### config.mk
export PLATFORM = sky130hd
export DESIGN_NAME = kbd_scancode_assembler
export DESIGN_NICKNAME = d
export VERILOG_FILES = /design/src/rtl/kbd_scancode_assembler.sv
export SDC_FILE = /design/constraint.sdc
export NUM_CORES = 1
export LEC_CHECK = 0
export ABC_AREA = 1
export CORE_UTILIZATION = 55
export DETAILED_ROUTE_END_ITERATION = 10
export PLACE_DENSITY = 0.86
export SLEW_MARGIN = 20
export SYNTH_ARGS = -nofsm -noshare
export SYNTH_HDL_FRONTEND = slang
export SYNTH_SLANG_ARGS = --single-unit
### constraint.sdc
create_clock -name clk -period 1.9 [get_ports clk]
set_input_delay 0.38 -clock clk [delete_from_list [all_inputs] [get_ports clk]]
set_output_delay 0.38 -clock clk [all_outputs]
set_load 0.03 [all_outputs]
### src/rtl/kbd_scancode_assembler.sv
// PS/2 set-2 byte stream to 9-bit {ext, code} key events with make/brakee/seq_err pulses.
// Optional typematic-repeat suppression: define KBD_TYPEMATIC_FILTER_EN.
module kbd_scancode_assembler #(
    parameter int unsigned TIMEOUT_CYC = 100000,
    parameter int unsigned PAUSE_LEN   = 7
) (
    input  logic       clk,
    input  logic       reset,
    input  logic [7:0] din,
    input  logic       din_new,
    output logic [8:0] key_Pressed,
    output logic       make,
    output logic       brakee,
    output logic       seq_err
);

    localparam int unsigned TW = $clog2(TIMEOUT_CYC);
    localparam int unsigned PW = $clog2(PAUSE_LEN + 1);
    localparam logic [TW-1:0] TMAX = TW'(TIMEOUT_CYC - 1);

    typedef enum logic [2:0] {IDLE, EXT, BRK, EXT_BRK, PAUSE} state_e;

    state_e        state_q, state_d;
    logic [TW-1:0] timer_q, timer_d;
    logic [PW-1:0] pause_cnt_q, pause_cnt_d;
    logic [8:0]    key_q, key_d;
    logic          make_q, make_d;
    logic          brakee_q, brakee_d;
    logic          seq_err_q, seq_err_d;

    logic          is_status, is_fake, is_prefix, timeout;
    logic          ev_make, ev_brk;
    logic [8:0]    ev_code;

`ifdef KBD_TYPEMATIC_FILTER_EN
    logic [8:0]    last_make_q, last_make_d;
    logic          last_valid_q, last_valid_d;
`endif

    assign is_status = (din == 8'h00) || (din == 8'hAA) || (din == 8'hEE) || (din == 8'hFA) ||
                       (din == 8'hFC) || (din == 8'hFE) || (din == 8'hFF);
    assign is_fake   = (din == 8'h12) || (din == 8'h59);
    assign is_prefix = (din == 8'hE0) || (din == 8'hF0) || (din == 8'hE1);
    // A byte arriving on the expiry cycle takes priority over the timeout
    assign timeout   = (state_q != IDLE) && (timer_q == TMAX) && !din_new;

    always_comb begin
        state_d     = state_q;
        pause_cnt_d = pause_cnt_q;
        key_d       = key_q;
        make_d      = 1'b0;
        brakee_d    = 1'b0;
        seq_err_d   = 1'b0;
        ev_make     = 1'b0;
        ev_brk      = 1'b0;
        ev_code     = '0;
`ifdef KBD_TYPEMATIC_FILTER_EN
        last_make_d  = last_make_q;
        last_valid_d = last_valid_q;
`endif

        if (din_new || state_q == IDLE) begin
            timer_d = '0;
        end else if (timer_q != TMAX) begin
            timer_d = timer_q + TW'(1);
        end else begin
            timer_d = timer_q;
        end

        if (timeout) begin
            state_d     = IDLE;
            pause_cnt_d = '0;
            seq_err_d   = 1'b1;
        end else if (din_new) begin
            case (state_q)
                IDLE: begin
                    if (din == 8'hE0) begin
                        state_d = EXT;
                    end else if (din == 8'hF0) begin
                        state_d = BRK;
                    end else if (din == 8'hE1) begin
                        state_d     = PAUSE;
                        pause_cnt_d = PW'(PAUSE_LEN);
                    end else if (!is_status) begin
                        ev_make = 1'b1;
                        ev_code = {1'b0, din};
                    end
                end
                EXT: begin
                    state_d = IDLE;
                    if (din == 8'hF0) begin
                        state_d = EXT_BRK;
                    end else if (!is_fake) begin
                        if (din == 8'hE0 || din == 8'hE1) begin
                            seq_err_d = 1'b1;
                        end else begin
                            ev_make = 1'b1;
                            ev_code = {1'b1, din};
                        end
                    end
                end
                BRK: begin
                    state_d = IDLE;
                    if (is_prefix) begin
                        seq_err_d = 1'b1;
                    end else begin
                        ev_brk  = 1'b1;
                        ev_code = {1'b0, din};
                    end
                end
                EXT_BRK: begin
                    state_d = IDLE;
                    if (!is_fake) begin
                        if (is_prefix) begin
                            seq_err_d = 1'b1;
                        end else begin
                            ev_brk  = 1'b1;
                            ev_code = {1'b1, din};
                        end
                    end
                end
                PAUSE: begin
                    if (pause_cnt_q <= PW'(1)) begin
                        state_d     = IDLE;
                        pause_cnt_d = '0;
                    end else begin
                        pause_cnt_d = pause_cnt_q - PW'(1);
                    end
                end
                default: state_d = IDLE;
            endcase
        end

`ifdef KBD_TYPEMATIC_FILTER_EN
        if (ev_make && !(last_valid_q && last_make_q == ev_code)) begin
            key_d        = ev_code;
            make_d       = 1'b1;
            last_make_d  = ev_code;
            last_valid_d = 1'b1;
        end
        if (ev_brk) begin
            key_d    = ev_code;
            brakee_d = 1'b1;
            if (last_valid_q && last_make_q == ev_code) begin
                last_valid_d = 1'b0;
            end
        end
`else
        if (ev_make) begin
            key_d  = ev_code;
            make_d = 1'b1;
        end
        if (ev_brk) begin
            key_d    = ev_code;
            brakee_d = 1'b1;
        end
`endif
    end

    always_ff @(posedge clk) begin
        if (reset) begin
            state_q     <= IDLE;
            timer_q     <= '0;
            pause_cnt_q <= '0;
            key_q       <= '0;
            make_q      <= 1'b0;
            brakee_q    <= 1'b0;
            seq_err_q   <= 1'b0;
        end else begin
            state_q     <= state_d;
            timer_q     <= timer_d;
            pause_cnt_q <= pause_cnt_d;
            key_q       <= key_d;
            make_q      <= make_d;
            brakee_q    <= brakee_d;
            seq_err_q   <= seq_err_d;
        end
    end

`ifdef KBD_TYPEMATIC_FILTER_EN
    always_ff @(posedge clk) begin
        if (reset) begin
            last_make_q  <= '0;
            last_valid_q <= 1'b0;
        end else begin
            last_make_q  <= last_make_d;
            last_valid_q <= last_valid_d;
        end
    end
`endif

    assign key_Pressed = key_q;
    assign make        = make_q;
    assign brakee      = brakee_q;
    assign seq_err     = seq_err_q;

endmodule
**After elaboration in Yosys (flattened, before gate mapping)**

Index checks and enable logic that the tools add are counted.

- Bits in registers: 35
- Bits in latches: 0
- RAM bits: 0
- Memory bits (read-only): 0
- Input bits: 11
- Output and inout port bits: 12
- Word-level logic and storage cells: 106
- Memories kept: 0

- Add/subtract/negate cells: 2
- Multipliers: 0
- Divide/modulo/power cells: 0
- Order comparisons: 1
- Eq/ne operators: 22
- Shifts and indexed selects: 0
- Muxes and demuxes: 51
- Bitwise gates (word level): 0
- Reductions and logical operators: 23

Operators by type and width:

| operator | count |
|---|---|
| $mux 9 | 9 |
| $eq 8x8->1 const B | 9 |
| $mux 8 | 5 |
| $pmux 9 s4 | 1 |
| $mux 3 | 8 |
| $mux 1 | 22 |
| $add 17x1->17 const B | 1 |
| $eq 17x17->1 const B | 1 |
| $ne 17x17->1 const B | 1 |
| $logic_or 1x1->1 | 11 |
| $pmux 3 s3 | 1 |
| $eq 8x5->1 const B | 1 |
| $eq 8x7->1 const B | 1 |
| $logic_not 8->1 | 1 |
| $ne 2x2->1 const B | 4 |
| $eq 3x2->1 const B | 2 |
| $pmux 3 s2 | 1 |
| $reduce_and 5->1 | 1 |
| $ne 4x4->1 const B | 1 |
| $pmux 1 s2 | 2 |
| $reduce_bool 2->1 | 2 |
| $reduce_or 2->1 | 2 |
| $eq 3x1->1 const B | 1 |
| $eq 3x3->1 const B | 1 |
| other kinds (9) | 10 |

**Depth between registers and ports, before layout**

- Depth in word-level cells: 16
- Gate-level depth with buffers: 11

**Worst setup path after synthesis**

Ideal clock, no wire load.

- Kind: reg-to-reg
- Start point: reg timer_q[0]
- End point: reg timer_q[1]
- Library setup time: 0.132 ns
- Arrival time: 1.305 ns
- Required time: 1.768 ns
- Path slack: 0.463 ns
- Cell stages (with the launch flop): 9
- Path buffers: 0
- Period minus slack after synthesis: 1.437 ns
- Path through: dfxtp_1 ha_1 nand2_1 nor2_1 nand4_1 nor4_2 inv_1 nand2_1 a21oi_1

- Cells in the longest elaborated chain, start to end: 1
- Elaborated cells between the ends (all ways): 2
- Classes of those cells: 1 x add/sub; 1 x eq/ne

RTL lines:

| item | line | source |
|---|---|---|
| start: declaration | 24 | `logic [TW-1:0] timer_q, timer_d;` |
| start signal: assignment | 171 | `timer_q <= timer_d;` |
| $add 17x1->17 or $ne 17x17->1 (tied branches) | 65, 64 |  |

Several ways; a longest one is shown, not always the timed one.
A chain may end at the register's enable or synchronous reset.

**Worst setup path in the final report**

- Start point: in din[0]
- End point: reg brakee_q (netlist: brakee)

- Cells in the longest elaborated chain, start to end: 9
- Elaborated cells between the ends (all ways): 14
- Classes of those cells: 5 x eq/ne; 6 x mux; 3 x reduce/logical

RTL lines:

| item | line | source |
|---|---|---|
| start: declaration | 9 | `input logic [7:0] din,` |
| $eq 8x8->1 | 43 | `assign is_prefix = (din == 8'hE0) \|\| (din == 8'hF0) \|\| (din == 8'hE1);` |
| $logic_or 1x1->1 (2 in a row) | 43 |  |
| $mux 1 | 104, 114 |  |
| $mux 1 | 113 | `if (!is_fake) begin` |
| $pmux 1 s2 * | 75 | `case (state_q)` |
| $mux 1 * | 74 | `end else if (din_new) begin` |
| $mux 1 * | 70 | `if (timeout) begin` |
| $mux 1 * | 153 | `if (ev_brk) begin` |
| end signal: assignment | 175 | `brakee_q <= brakee_d;` |
| end: declaration | 28 | `logic brakee_q, brakee_d;` |

Mark *: on every way between the ends. The rest lies on a longest branch, timed or not.

==> impl_metrics.tcl <==
set metrics [dict create \
    synthArstFlopShare 0 \
    tightest_slew_ps 377 \
    min_path_cells 1 \
    start_kind "primary input" \
    grt_max_degree 13 \
    synth_seq_cells 35 \
    min_period_ps 1750 \
    io_buffers 22 \
    postLayoutCoreUtil 0.737 \
    finalClockSkew_ps 6.59 \
    dp_hpwl_mm 3.53 \
    antenna_found_initial 0 \
    place_congestion 0.888 \
    drive_gt1_frac 0.172 \
    r2r-start "timer_q[0]" \
    synth_area_um2 2080 \
    dr.pass1.iters 4 \
    syn_nets 310 \
    layoutNonFillerInstCount 383 \
    setup_viol 0 \
    numClockSinks 35 \
    status "finished, final reports clean" \
    r2r_setup_slack_ps 160 \
    finalHoldViolCount 0 \
    critPathKind "primary input to register" \
    fin_nets 350 \
    ir_drop_uv 499 \
    power_density_nw_per_um2 691 \
    area_growth_pct 22.9 \
    reg2reg_depth 8 \
    wl_per_cell_um 11.9 \
    cp_data_arrival_time_ps 1970 \
    die_h_um 63.5 \
    grt-ovfl-total 0 \
    maxCapViolations 0 \
    stdcell_area_um2 2550 \
    timing.rr.end "timer_q[1]" \
    synth_edf_count 0 \
    fmax_mhz 570 \
    timing.hold.worst.start "timer_q[16]" \
    grt_setup_unrepaired "false" \
    ios 23 \
    fin_crit_sh 0.923 \
    final_common_cell "nand2_1" \
    track_usage 0.242 \
    critPathMaxFanout 10 \
    slew_viol_final 0 \
    required_ps 2120 \
    drt_wl_total_mm 4.56 \
    leakagePower_nw 1.02 \
    path_clk_slew_ps 70 \
    cts_buffers 5 \
    mostFrequentLayoutCells "55 x nand2_1, 37 x nor2_1, 35 x dfxtp_1" \
    cts_max_level 2 \
    vias 2022 \
    slew_headroom 0.747 \
    cts_hold_buffers 0 \
    die_x_um 63.5 \
    synthFlopType "dfxtp_1" \
    cts_setup_buffers 0 \
    root_buffer "clkbuf_8" \
    grt_first_pass_wirelength_mm 7.78 \
    holdPathEnd "timer_q[16]" \
    core-area_um2 3470 \
    worst_setup_path_end_kind "register" \
    setup_ws_ps 147 \
    hold_path_class "register to register" \
    ant_nets 0 \
    pre_cts_slack_ps -124 \
    die_area_um2 4030 \
    post_cts_resized 0 \
    yosysWarnings 0 \
    grt_pass1_vias 1833 \
    rows 21 \
    first_iter_violations 187 \
    avgSynthCellArea_um2 7.03 \
    avgViaCountPerCell 5.28 \
    ys_types 37 \
    num_antenna_cells 0 \
    route.detailed.drc 0 \
    dp.cells 375 \
    cts.path.max_buffers 2 \
    finalSetupTns_ps 0 \
    clk-insertion-delay-late_ps 280 \
    syn_inst 296 \
    synth_seq_area_share 0.337 \
    cts_tree "yes" \
    start_util 0.600 \
    place_area_um2 2450 \
]
critical path, stage by stage:
cell and delay, ps:
clkdlybuf4s50_1 510, inv_1 70, nand2_1 100, nor2_4 60, nand2_2 90, inv_2 70
nor2_8 140, nand4_2 240, buf_4 230, nor2_1 70
state kept, by name, summed over array words and instances (netlist names):
signal and count:
timer_q 17, pause_cnt_q 3, seq_err 1, brakee 1
state_q 3, key_Pressed 9, make 1
layer usage:
metal  up-vias  track usage  wire (um)
met2        59        0.396       2100
met3         7       0.0507        234
met4         0       0.0767         53
met1       910        0.313       2170
li1       1046            -          -
met5         -            0          0
per-stage QoR:
stage	total power [W]	hold slack, ps
finish	0.00177	480
global route	0.00186	494
CTS	0.00178	481
detailed placement	0.00120	469
global placement	0.00119	454
floorplan	0.00107	439
final cells by class:
type / instances / area, um^2
fill: 277 / 913
tap: 46 / 57.6
inverter: 41 / 154
sequential: 35 / 701
multi-input combinational: 215 / 1200
clock buffer: 8 / 100
timing repair buffer: 38 / 340
how the worst max path moves through the flow:
stage          startpoint              to  slack [ps]  cells after the start
2_1_floorplan  timer_q[0]      timer_q[1]         460                      8
3_3_place_gp       din[6]         seq_err         -70                     10
3_5_place_dp       din[0]  key_Pressed[2]        -120                     10
4_1_cts        timer_q[0]      timer_q[1]         160                      8
5_1_grt        timer_q[0]      state_q[2]           1                      8
6_report           din[0]          brakee         150                     10
kinds of logic (layout without fill, tap and decap cells):
logic type               count (synthesis)  after routing  synth area share
adder cells (fa/ha/maj)                  3              3            0.0181
AND/OR/NAND/NOR                        166            166             0.433
XOR/XNOR                                 5              5            0.0211
AO/OA/AOI/OAI                           41             41             0.107
flip-flops                              35             35             0.337
buffers and inverters                   46             87            0.0848
where the power goes:
group | switching [W] | internal (W) | leakage [nW]
combinational | 0.000234 | 0.000163 | 0.688
clock | 0.000248 | 0.000331 | 0.0515
sequential | 0.0000244 | 0.000767 | 0.284
total | 0.000506 | 0.00126 | 1.02
synthesized netlist by cell type (all sizes together), types with 3 or more instances:
cell / count / share of area
ha: 3 / 0.018
nor3: 10 / 0.029
nand3: 31 / 0.094
xor2: 4 / 0.017
dfxtp: 35 / 0.34
o21ai: 11 / 0.026
nand4: 10 / 0.033
a21oi: 24 / 0.058
nor2: 43 / 0.099
inv: 41 / 0.074
nand2: 66 / 0.15
buf: 3 / 0.0072
(Power assumes the default switching activity.)
